$ cat src/rtl/qk_mac_sequencer_pkg.sv
// Shared constants for the Q*K^T sequencer: array instruction codes and FSM state encodings.
package qk_mac_sequencer_pkg;

    localparam logic [1:0] InstIdle  = 2'b00;
    localparam logic [1:0] InstLoadK = 2'b01;
    localparam logic [1:0] InstExec  = 2'b10;

    localparam logic [2:0] StIdle  = 3'd0;
    localparam logic [2:0] StLoadK = 3'd1;
    localparam logic [2:0] StGap   = 3'd2;
    localparam logic [2:0] StExecQ = 3'd3;
    localparam logic [2:0] StDrain = 3'd4;
    localparam logic [2:0] StDone  = 3'd5;

    function automatic logic [1:0] inst_for_state(input logic [2:0] st);
        logic [1:0] inst;
        case (st)
            StLoadK: inst = InstLoadK;
            StExecQ: inst = InstExec;
            default: inst = InstIdle;
        endcase
        return inst;
    endfunction

endpackage

$ cat src/rtl/qk_mac_sequencer_popcount_col.sv
// Combinational population count of the per-column psum write strobes.
module qk_mac_sequencer_popcount_col #(
    parameter int unsigned Col = 8
) (
    input  logic [Col-1:0]             fifo_wr_i,
    output logic [$clog2(Col+1)-1:0]   count_o
);

    always_comb begin
        count_o = '0;
        for (int i = 0; i < Col; i++) begin
            count_o = count_o + ($clog2(Col+1))'(fifo_wr_i[i]);
        end
    end

endmodule

$ cat src/rtl/qk_mac_sequencer.sv
// Drives one mac_array through a K load, settle gap, Q stream and psum drain from one SRAM port.
module qk_mac_sequencer
    import qk_mac_sequencer_pkg::*;
#(
    parameter int unsigned Col  = 8,
    parameter int unsigned Bw   = 8,
    parameter int unsigned Pr   = 8,
    parameter int unsigned Aw   = 8,
    parameter int unsigned QMax = 16
) (
    input  logic             clk,
    input  logic             reset,
    input  logic             start,
    input  logic [Aw-1:0]    k_base,
    input  logic [Aw-1:0]    q_base,
    input  logic [4:0]       num_q,
    output logic             busy,
    output logic             done,
    output logic             err,
    output logic             mem_ren,
    output logic [Aw-1:0]    mem_addr,
    input  logic [Bw*Pr-1:0] mem_rdata,
    output logic [Bw*Pr-1:0] mac_in,
    output logic [1:0]       mac_inst,
    input  logic [Col-1:0]   mac_fifo_wr
);

    localparam int unsigned GapCyc  = Col + Pr + 5;
    localparam int unsigned DrainTo = Col + QMax + Pr + 8;
    localparam int unsigned CntMax  = (GapCyc > QMax) ? GapCyc : QMax;
    localparam int unsigned CntW    = $clog2(CntMax + 1);
    localparam int unsigned DrainW  = $clog2(DrainTo + 1);
    // One spare bit so a final beat of excess strobes cannot wrap the count.
    localparam int unsigned PsumW   = $clog2(Col * QMax + 1) + 1;
    localparam int unsigned PopW    = $clog2(Col + 1);

    logic [2:0]        state_q, state_d;
    logic [CntW-1:0]   cnt_q, cnt_d;
    logic [Aw-1:0]     k_base_q, k_base_d;
    logic [Aw-1:0]     q_base_q, q_base_d;
    logic [4:0]        num_q_q, num_q_d;
    logic [PsumW-1:0]  psum_q, psum_d;
    logic [DrainW-1:0] drain_q, drain_d;
    logic              timeout_q, timeout_d;
    logic [1:0]        inst_q;
    logic [PopW-1:0]   pop;
    logic [PsumW-1:0]  target;
    logic              start_ok;

    qk_mac_sequencer_popcount_col #(
        .Col (Col)
    ) u_popcount (
        .fifo_wr_i (mac_fifo_wr),
        .count_o   (pop)
    );

    assign start_ok = start && (num_q != 5'd0) && (32'(num_q) <= QMax);
    assign target   = PsumW'(Col) * PsumW'(num_q_q);

    always_comb begin
        state_d   = state_q;
        cnt_d     = cnt_q;
        k_base_d  = k_base_q;
        q_base_d  = q_base_q;
        num_q_d   = num_q_q;
        psum_d    = psum_q;
        drain_d   = drain_q;
        timeout_d = timeout_q;

        if ((state_q == StExecQ || state_q == StDrain) && psum_q < target) begin
            psum_d = psum_q + PsumW'(pop);
        end

        case (state_q)
            StIdle: begin
                if (start_ok) begin
                    k_base_d  = k_base;
                    q_base_d  = q_base;
                    num_q_d   = num_q;
                    cnt_d     = '0;
                    psum_d    = '0;
                    drain_d   = '0;
                    timeout_d = 1'b0;
                    state_d   = StLoadK;
                end
            end
            StLoadK: begin
                if (cnt_q == CntW'(Col - 1)) begin
                    cnt_d   = '0;
                    state_d = StGap;
                end else begin
                    cnt_d = cnt_q + CntW'(1);
                end
            end
            StGap: begin
                if (cnt_q == CntW'(GapCyc - 1)) begin
                    cnt_d   = '0;
                    state_d = StExecQ;
                end else begin
                    cnt_d = cnt_q + CntW'(1);
                end
            end
            StExecQ: begin
                if (cnt_q == CntW'(num_q_q) - CntW'(1)) begin
                    cnt_d   = '0;
                    drain_d = '0;
                    state_d = StDrain;
                end else begin
                    cnt_d = cnt_q + CntW'(1);
                end
            end
            StDrain: begin
                // Strobes landing this cycle already count towards completion.
                if (psum_d >= target) begin
                    state_d = StDone;
                end else if (drain_q == DrainW'(DrainTo - 1)) begin
                    timeout_d = 1'b1;
                    state_d   = StDone;
                end else begin
                    drain_d = drain_q + DrainW'(1);
                end
            end
            StDone:  state_d = StIdle;
            default: state_d = StIdle;
        endcase
    end

    always_ff @(posedge clk) begin
        if (reset) begin
            state_q   <= StIdle;
            cnt_q     <= '0;
            k_base_q  <= '0;
            q_base_q  <= '0;
            num_q_q   <= '0;
            psum_q    <= '0;
            drain_q   <= '0;
            timeout_q <= 1'b0;
            inst_q    <= InstIdle;
        end else begin
            state_q   <= state_d;
            cnt_q     <= cnt_d;
            k_base_q  <= k_base_d;
            q_base_q  <= q_base_d;
            num_q_q   <= num_q_d;
            psum_q    <= psum_d;
            drain_q   <= drain_d;
            timeout_q <= timeout_d;
            inst_q    <= inst_for_state(state_q);
        end
    end

    assign busy     = (state_q == StLoadK) || (state_q == StGap) ||
                      (state_q == StExecQ) || (state_q == StDrain);
    assign done     = (state_q == StDone);
    assign err      = done && timeout_q;
    assign mem_ren  = (state_q == StLoadK) || (state_q == StExecQ);
    assign mac_inst = inst_q;
    assign mac_in   = (inst_q != InstIdle) ? mem_rdata : '0;

    always_comb begin
        mem_addr = '0;
        if (state_q == StLoadK) begin
            mem_addr = k_base_q + Aw'(cnt_q);
        end else if (state_q == StExecQ) begin
            mem_addr = q_base_q + Aw'(cnt_q);
        end
    end

endmodule
$ cat config.mk
export PLATFORM = sky130hd
export DESIGN_NAME = qk_mac_sequencer
export DESIGN_NICKNAME = d
export VERILOG_FILES = /design/src/rtl/qk_mac_sequencer_pkg.sv /design/src/rtl/qk_mac_sequencer_popcount_col.sv /design/src/rtl/qk_mac_sequencer.sv
export SDC_FILE = /design/constraint.sdc
export NUM_CORES = 1
export LEC_CHECK = 0
export CAP_MARGIN = 10
export CORE_ASPECT_RATIO = 1.5
export CORE_MARGIN = 4
export CORE_UTILIZATION = 42
export DETAILED_ROUTE_END_ITERATION = 7
export PLACE_DENSITY = 0.94
export SYNTH_ARGS = -nofsm -noshare
export SYNTH_HDL_FRONTEND = slang
export SYNTH_SLANG_ARGS = --single-unit
$ cat constraint.sdc
create_clock -name clk -period 7.21 [get_ports clk]
set_clock_uncertainty 0.05 [all_clocks]
set_input_delay 0.721 -clock clk [delete_from_list [all_inputs] [get_ports clk]]
set_output_delay 0.721 -clock clk [all_outputs]
set_load 0.02 [all_outputs]
==> results of run 1 <==
==> cells in the final DEF (no fill, tap or decap), drive strengths merged, types with 15 or more instances in the layout <==
cell,synthesis,routed
clkdlybuf4s50,0,173
nor2b,72,72
nand2,69,69
dfxtp,47,47
a21oi,41,41
inv,33,33
ha,30,30
nor2,27,27
xnor2,15,15
==> critical path: cells and delay by family <==
family / cells / cell delay [ps]
xor gates and xnor gates: 1 / 180
adders and majority gates: 7 / 2730
buffers and inverters: 3 / 500
and+or+nand+nor: 4 / 1230
AOI/OAI and AO/OA: 6 / 1120
==> synthesized netlist by cell type, types with 2 or more instances <==
cell type / number
or3_1: 4
and3_1: 6
nor2_1: 27
o21ai_0: 9
nand2b_1: 3
a41oi_1: 2
dfxtp_1: 47
or2_2: 2
mux2i_1: 2
nand4_1: 3
nor2b_1: 72
o31ai_1: 2
xor2_1: 10
nor3_1: 9
a21o_1: 7
clkbuf_1: 17
inv_1: 33
fa_1: 7
nand2_1: 69
o211ai_1: 3
a21boi_1: 5
ha_1: 30
nand3_1: 10
o21a_1: 7
nor4_1: 4
a211oi_1: 5
nand3b_1: 2
a21oi_1: 41
xnor2_1: 15
==> state kept, by name, indices dropped and copies added (netlist names) <==
name and flops:
q_base_q 8, mac_inst 2, timeout_q 1, k_base_q 8, drain_q 6, state_q 3, psum_q 9, num_q_q 5
cnt_q 5
==> final timing paths <==
kind	startpoint	end	slack [ps]
max	mac_fifo_wr[0]	drain_q[5]	860
min reg2reg	q_base_q[4]	q_base_q[4]	420
max reg2reg	state_q[1]	drain_q[5]	2800
min	q_base_q[4]	q_base_q[4]	420
==> through the flow <==
step / worst slack (ps) / std cells / utilization
detailed placement: 579 / 739 / 0.644
global route: 657 / 749 / 0.663
CTS: 896 / 747 / 0.660
floorplan: 1430 / 478 / -
global placement: 848 / 739 / 0.644
finish: 859 / 749 / 0.663
==> layout make-up <==
class | count | area (µm²)
fill | 677 | 2870
multi-input combinational | 378 | 2550
clock inverter | 1 | 5.00
antenna | 1 | 2.50
sequential | 47 | 941
tap | 107 | 134
timing repair buffer | 174 | 1750
clock buffer | 7 | 133
inverter | 34 | 128
==> routing by layer <==
layer,part of all wire,routed length (µm)
met1,0.35,4270
met2,0.54,6500
met4,0.035,423
met5,0,0
met3,0.072,872
==> logic make-up (layout without fill, tap and decap cells) <==
| family | Yosys count | count (layout) | synth area share |
|---|---|---|---|
| mux | 3 | 3 | 0.0115 |
| compound gates | 93 | 93 | 0.171 |
| buf+inv | 53 | 216 | 0.0569 |
| xor+xnor | 25 | 25 | 0.0593 |
| other cells | 0 | 1 | 0 |
| simple gates | 220 | 220 | 0.307 |
| flops | 47 | 47 | 0.255 |
| fa+ha+maj | 37 | 37 | 0.140 |
==> where the power goes <==
group	switching (mW)	leakage, nW	internal [mW]	total (mW)
logic	0.0879	1.69	0.107	0.195
clock network	0.0936	0.0679	0.128	0.222
registers	0.00900	0.381	0.268	0.277
==> metrics.txt, run 1 <==
fin crit share 0.881; total die area a little over 10000 µm²; drt via density about 5.3; postcts setup bufs 0; IO buf count 173; CP cell instances clkdlybuf4s50_1 > ha_1 > inv_1 > fa_1 > fa_1 > fa_1 > fa_1 > inv_1 > ha_1 > a21o_1 > a21o_1 > a21oi_1 > nor3b_1 > and3_1 > xor2_1 > ha_1 > and3_1 > a221oi_2 > a31oi_4 > or4_1 > a21boi_1; layout cells sized above 1 0.0265; Clock Latency Late Sink between 200 and 300 ps; Clk Tree Root Cell clkbuf_16; I/O Pins around 170; Starting Density 0.434; worst stage delay on the critical path about 550 ps; cts hold-fix bufs 0; first-pass GRT wire length 18.7 mm; sequential share of the synthesized area 0.255; final setup TNS 0 ps; clock-pin slew on the worst setup and hold paths 60 ps; peak supply drop about 0.00011 V; cts repair resizes 0; busiest grt layer met2; post-synth top area cell dfxtp_1; final setup vio count 0; critical path launch point type input pin; Worst Tran Pin Value roughly 1200 ps; vias a little under 4000; ANT nets after route 0; Synth Area per Inst 7.73 µm²; Worst Setup End Kind flip-flop; met1 Usage GRT 0.228; gpl congestion 0.995; wire per inst between 15 and 20 µm; First DRT Iteration DRCs 270; Layout area overhead 52.8%; Syn Nets ~600; critical path fanouts, max 10; number of global-route vias before repair 3924; largest net degree at the start of global routing 65; fin crit period roughly 6400 ps; total power roughly 690 µW; Post-Syn Area ~3700 µm²; design area about 5600 µm²; unrepaired setup endpoints after global routing no; hold slack around 420 ps; fmax 0.157 GHz; core area 8520 µm²; row cnt about 40; clock tree from TritonCTS built; total gr overflow 0; CP Data Arrival Time approximately 6500 ps; Routed WL 12.1 mm; slowest CP cell fa_1; total CTS buffers 5; initial antenna violation count 1; worst reg2reg path depth 12; Mapped Cells around 480; Die Ht about 120 µm; Hold Crit Class reg2reg; Worst slew margin 0.204; Max Cap Viol 0; largest cells by area after synthesis dfxtp_1, nor2b_1, ha_1, nand2_1, a21oi_1; Distinct cells, synth 54; Synth async-reset ratio 0; Final Hold Vio Count 0; Max clock buf depth 2; Yosys warning total 0; top-area cell type share of the netlist area 0.255; DRC errors left 0; H-tree levels 2; status finished clean; NumNets Final 773; predominant post-synthesis flop cell dfxtp_1; Total GRT Usage 0.222; Area after DPL about 5500 µm²; met3 Track Usage GR 0.0410; worst endpoint required time about 7400 ps; Post-synth EDFFs 0; PwrDens 123 nW/µm²; DRT Pass-1 Iters 5; most frequent CP cell fa_1; Final Max Slew Viols 0; clock sink count 47; register bit total from synthesis between 40 and 50; critical path class in2reg; hold path depth 2; DP HPWL 9.82 mm; Die X 84.6 µm; Leak Pwr between 2 and 2.5 nW; met2 GRT Util 0.435
Note: power is estimated with default switching activity, not from simulation.
==> inputs of run 2 (changes only) <==
--- a/config.mk
+++ b/config.mk
@@ -11,6 +11,7 @@
 export CORE_UTILIZATION = 42
 export DETAILED_ROUTE_END_ITERATION = 7
 export PLACE_DENSITY = 0.94
+export REMOVE_ABC_BUFFERS = 1
 export SYNTH_ARGS = -nofsm -noshare
 export SYNTH_HDL_FRONTEND = slang
 export SYNTH_SLANG_ARGS = --single-unit
==> metrics.txt, run 2 (same netlist as run 1, synthesis figures left out) <==
total die area 10400 µm² (unchanged); worst stage delay on the critical path 550 ps (about the same); CP Data Arrival Time 6490 ps (was 6510 ps); status finished clean (unchanged); Starting Density 0.434 (unchanged); final core utilization 0.666 (was 0.663); CP bufs+invs 3 (unchanged); clock-pin slew on the worst setup and hold paths 60 ps (about the same); Worst slew margin 0.352 (was 0.204); Clk Tree Root Cell clkbuf_16 (unchanged); cts repair resizes 0 (unchanged); critical path fanouts, max 10 (unchanged); Placed Instances 740 (was 739); final setup TNS 0 ps (unchanged); critical path launch point type input pin (unchanged); CP startpoint mac_fifo_wr[0] (unchanged); I/O Pins 174 (unchanged); total gr overflow 0 (unchanged); Layout area overhead 53.5% (was 52.8%); worst endpoint required time 7380 ps (was 7370 ps); Final Non-Filler Cells 748 (was 749); most frequent CP cell fa_1 (unchanged); clock sink count 47 (unchanged); Max Cap Viol 0 (unchanged); DRT Pass-1 Iters 5 (unchanged); most frequent cells in the layout clkdlybuf4s50_1, nor2b_1, nand2_1 (unchanged); Critical Path End drain_q[5] (unchanged); Clock Latency Late Sink 290 ps (about the same); Routed WL 12.6 mm (was 12.1 mm); Worst Tran Pin Value 969 ps (was 1190 ps); first-pass GRT wire length 19.6 mm (was 18.7 mm); peak supply drop 0.000116 V (was 0.000107 V); critical path class in2reg (unchanged); reg2reg end drain_q[5] (unchanged); gpl congestion 0.974 (was 0.995); worst reg2reg path startpoint state_q[1] (unchanged); final setup vio count 0 (unchanged); layout cells sized above 1 0.0281 (was 0.0265); slowest CP cell fa_1 (unchanged); largest net degree at the start of global routing 65 (unchanged); total power 731 µW (was 693 µW); clock tree from TritonCTS built (unchanged); reg2reg setup slack 2690 ps (was 2800 ps); Max clock buf depth 2 (unchanged); Leak Pwr 2.15 nW (was 2.13 nW); initial antenna violation count 0 (was 1); DRC errors left 0 (unchanged); fin crit share 0.877 (was 0.881); hold slack 420 ps (was 417 ps); IO buf count 173 (unchanged); vias 4044 (was 3951); wire per inst 16.9 µm (was 16.1 µm); Die Ht 123 µm (unchanged); Fillers 689 (was 677); number of global-route vias before repair 4053 (was 3924); ANT nets after route 0 (unchanged); postcts setup bufs 0 (unchanged); PwrDens 129 nW/µm² (was 123 nW/µm²); core area 8520 µm² (unchanged); worst reg2reg path depth 12 (unchanged); CP cell instances clkdlybuf4s50_1 > ha_1 > inv_1 > fa_1 > fa_1 > fa_1 > fa_1 > inv_1 > ha_1 > a21o_1 > a21o_1 > a21oi_1 > nor3b_1 > and3_1 > xor2_1 > ha_1 > and3_1 > a221oi_2 > a31oi_4 > or4_1 > a21boi_1 (unchanged); row cnt 41 (unchanged); Hold Crit Class reg2reg (unchanged); drt via density 5.41 (was 5.28); Die X 84.6 µm (unchanged); Top Family by Delay on Critical Path adder cells (unchanged); fmax 0.158 GHz (was 0.157 GHz); unrepaired setup endpoints after global routing no (unchanged); commonest non-fill, non-tap cell in the layout clkdlybuf4s50_1 (unchanged); Final Max Slew Viols 0 (unchanged); register with the highest flop count psum_q (unchanged); First DRT Iteration DRCs 264 (was 270); Worst Setup End Kind flip-flop (unchanged); DP HPWL 10.4 mm (was 9.82 mm); NumNets Final 774 (was 773); diodes inserted 0 (was 1); H-tree levels 2 (unchanged); fin crit period 6320 ps (was 6350 ps); Total GRT Usage 0.235 (was 0.222); Largest register FFs 9 (unchanged); Levels on crit path 21 (unchanged); top flop regs psum_q x9, k_base_q x8, q_base_q x8 (unchanged); total CTS buffers 5 (unchanged); Final Hold Vio Count 0 (unchanged); cts hold-fix bufs 0 (unchanged)
==> run 2: cell type report <==
class,instances,area (µm²),area share
clock buffers,6,129,0.0227
clock inverters,1,30.0,0.00529
inverters,34,128,0.0225
multi-input cells,378,2550,0.450
flip-flops and latches,47,941,0.166
well taps,107,134,0.0236
repair buffers,175,1760,0.310
==> run 2: per-stage QoR <==
step                      instance area [µm²]  setup slack [ps]
after floorplan                          3610              1430
after global placement                   5490               830
after detailed placement                 5490               600
after CTS                                5650               867
after global routing                     5670               519
final                                    5670               888
==> run 2: tightest hold or removal path, cell delays in order (launching register included) <==
cell and delay, ps:
dfxtp_1 310, nand2_1 50, a21oi_1 60
==> run 2: worst min-delay path by stage <==
| stage | to | slack [ps] | depth (start not counted) | start |
|---|---|---|---|---|
| after floorplan | timeout_q | 370 | 2 | timeout_q |
| after global placement | q_base_q[4] | 400 | 2 | q_base_q[4] |
| after detailed placement | q_base_q[4] | 410 | 2 | q_base_q[4] |
| after CTS | q_base_q[4] | 420 | 2 | q_base_q[4] |
| after global routing | k_base_q[2] | 450 | 2 | k_base_q[2] |
| final | q_base_q[4] | 420 | 2 | q_base_q[4] |
==> run 2: power breakdown <==
group          internal (mW)  switching, mW  leakage [nW]  total, mW
clock                  0.162         0.0959        0.0769      0.258
sequential             0.268        0.00859         0.381      0.276
combinational          0.108         0.0892          1.69      0.197
total                  0.537          0.194          2.15      0.731
==> run 2: per-layer routing <==
| metal | up-vias | part of all wire | track usage |
|---|---|---|---|
| met5 | - | 0 | 0 |
| met4 | 0 | 0.028 | 0.0901 |
| met3 | 38 | 0.076 | 0.0470 |
| met2 | 211 | 0.56 | 0.470 |
| met1 | 1862 | 0.33 | 0.231 |
| li1 | 1933 | - | - |
==> inputs of run 3 (changes only) <==
--- a/config.mk
+++ b/config.mk
@@ -5,10 +5,10 @@
 export SDC_FILE = /design/constraint.sdc
 export NUM_CORES = 1
 export LEC_CHECK = 0
-export CAP_MARGIN = 10
 export CORE_ASPECT_RATIO = 1.5
 export CORE_MARGIN = 4
 export CORE_UTILIZATION = 42
+export CTS_CLUSTER_SIZE = 20
 export DETAILED_ROUTE_END_ITERATION = 7
 export PLACE_DENSITY = 0.94
 export REMOVE_ABC_BUFFERS = 1
==> metrics.txt, run 3 (same netlist as run 1, synthesis figures left out) <==
status finished clean (unchanged); final setup TNS 0 ps (unchanged); register with the highest flop count psum_q (unchanged); clock-pin slew on the worst setup and hold paths 60 ps (about the same); Final WS setup 868 ps (was 888 ps); worst stage delay on the critical path 550 ps (about the same); worst reg2reg path depth 12 (unchanged); wire per inst 17.0 µm (was 16.9 µm); initial antenna violation count 0 (unchanged); layout cells sized above 1 0.0266 (was 0.0281); core area 8520 µm² (unchanged); row cnt 41 (unchanged); drt via density 5.39 (was 5.41); slowest CP cell fa_1 (unchanged); Clk Tree Root Cell clkbuf_16 (unchanged); number of global-route vias before repair 4053 (unchanged); critical path launch point type input pin (unchanged); total die area 10400 µm² (unchanged); fmax 0.158 GHz (about the same); met1 Usage GRT 0.231 (unchanged); unrepaired setup endpoints after global routing no (unchanged); Hold Crit Class reg2reg (unchanged); final setup vio count 0 (unchanged); clock sink count 47 (unchanged); vias 4024 (was 4044); Final Hold Vio Count 0 (unchanged); CP startpoint mac_fifo_wr[0] (unchanged); CP cell instances clkdlybuf4s50_1 > ha_1 > inv_1 > fa_1 > fa_1 > fa_1 > fa_1 > inv_1 > ha_1 > a21o_1 > a21o_1 > a21oi_1 > nor3b_1 > and3_1 > xor2_1 > ha_1 > and3_1 > a221oi_2 > a31oi_4 > or4_1 > a21boi_1 (unchanged); postcts setup bufs 0 (unchanged); diodes inserted 0 (unchanged); Layout area overhead 53.0% (was 53.5%); Starting Density 0.434 (unchanged); Max Cap Viol 0 (unchanged); Die Ht 123 µm (unchanged); Max clock buf depth 2 (unchanged); worst reg2reg path startpoint state_q[1] (unchanged); cts hold-fix bufs 0 (unchanged); Worst slew margin 0.188 (was 0.352); Worst Setup End Kind flip-flop (unchanged); critical path fanouts, max 10 (unchanged); Final Max Slew Viols 0 (unchanged); fin crit period 6340 ps (was 6320 ps); Place WS 600 ps (unchanged); most frequent CP cell fa_1 (unchanged); PwrDens 129 nW/µm² (about the same); fin crit share 0.880 (was 0.877); I/O Pins 174 (unchanged); commonest non-fill, non-tap cell in the layout clkdlybuf4s50_1 (unchanged); most frequent cells in the layout clkdlybuf4s50_1, nor2b_1, nand2_1 (unchanged); Routed WL 12.7 mm (was 12.6 mm); Total GRT Usage 0.235 (unchanged); largest net degree at the start of global routing 65 (unchanged); total gr overflow 0 (unchanged); first-pass GRT wire length 19.6 mm (unchanged); Leak Pwr 2.14 nW (was 2.15 nW); total CTS buffers 5 (unchanged); critical path class in2reg (unchanged); cts repair resizes 0 (unchanged); clock tree from TritonCTS built (unchanged); peak supply drop 0.000116 V (about the same); met2 GRT Util 0.470 (unchanged); DRC errors left 0 (unchanged); worst endpoint required time 7370 ps (was 7380 ps); Die X 84.6 µm (unchanged); Worst Tran Pin Value 1210 ps (was 969 ps); busiest grt layer met2 (unchanged); top flop regs psum_q x9, k_base_q x8, q_base_q x8 (unchanged); min-delay src q_base_q[4] (unchanged); Clock Latency Late Sink 290 ps (about the same); met3 Track Usage GR 0.0470 (unchanged); NumNets Final 773 (was 774); IO buf count 173 (unchanged); H-tree levels 2 (unchanged); DRT Pass-1 Iters 4 (was 5); First DRT Iteration DRCs 237 (was 264); CP Data Arrival Time 6510 ps (was 6490 ps); ANT nets after route 0 (unchanged); Largest register FFs 9 (unchanged); DP HPWL 10.4 mm (unchanged); gpl congestion 0.974 (unchanged); hold path depth 2 (unchanged)
run 3: cell type report:
type                            instances  area, µm²
Fill cell                             691       2860
Multi-Input combinational cell        378       2550
Timing Repair Buffer                  174       1740
Sequential cell                        47        941
Tap cell                              107        134
Clock buffer                            6        129
Inverter                               34        128
Clock inverter                          1       30.0
run 3: path summary, 6_finish.rpt:
| check | endpoint | slack, ps |
|---|---|---|
| setup / recovery | drain_q[5] | 870 |
| hold / removal | q_base_q[4] | 420 |
| setup reg to reg | drain_q[5] | 2680 |
| hold reg to reg | q_base_q[4] | 420 |
run 3: worst max-delay path: cells and delay by family:
kind                     cells  cell delay (ps)
adder cells (fa/ha/maj)      7             2690
AND/OR/NAND/NOR              4             1240
XOR/XNOR                     1              190
buffers and inverters        3              550
AO/OA/AOI/OAI                6             1120
run 3: stage by stage:
step	total power [mW]	utilization	cell area (µm²)	cells	hold WS, ps
2_1_floorplan	0.381	-	3610	459	371
3_5_place_dp	0.477	0.645	5490	740	409
6_report	0.730	0.664	5650	747	420
4_1_cts	0.733	0.664	5650	747	418
3_3_place_gp	0.466	0.645	5490	740	396
5_1_grt	0.762	0.664	5650	747	450
run 3: report_power, final:
group	internal [mW]	switching (mW)
Clock	0.162	0.0956
Sequential	0.268	0.00862
Combinational	0.107	0.0892
run 3: per-layer routing:
metal  up-vias  share of wire
li1       1933              -
met1      1869           0.33
met2       190           0.57
met3        32          0.077
met4         0          0.024
met5         -              0
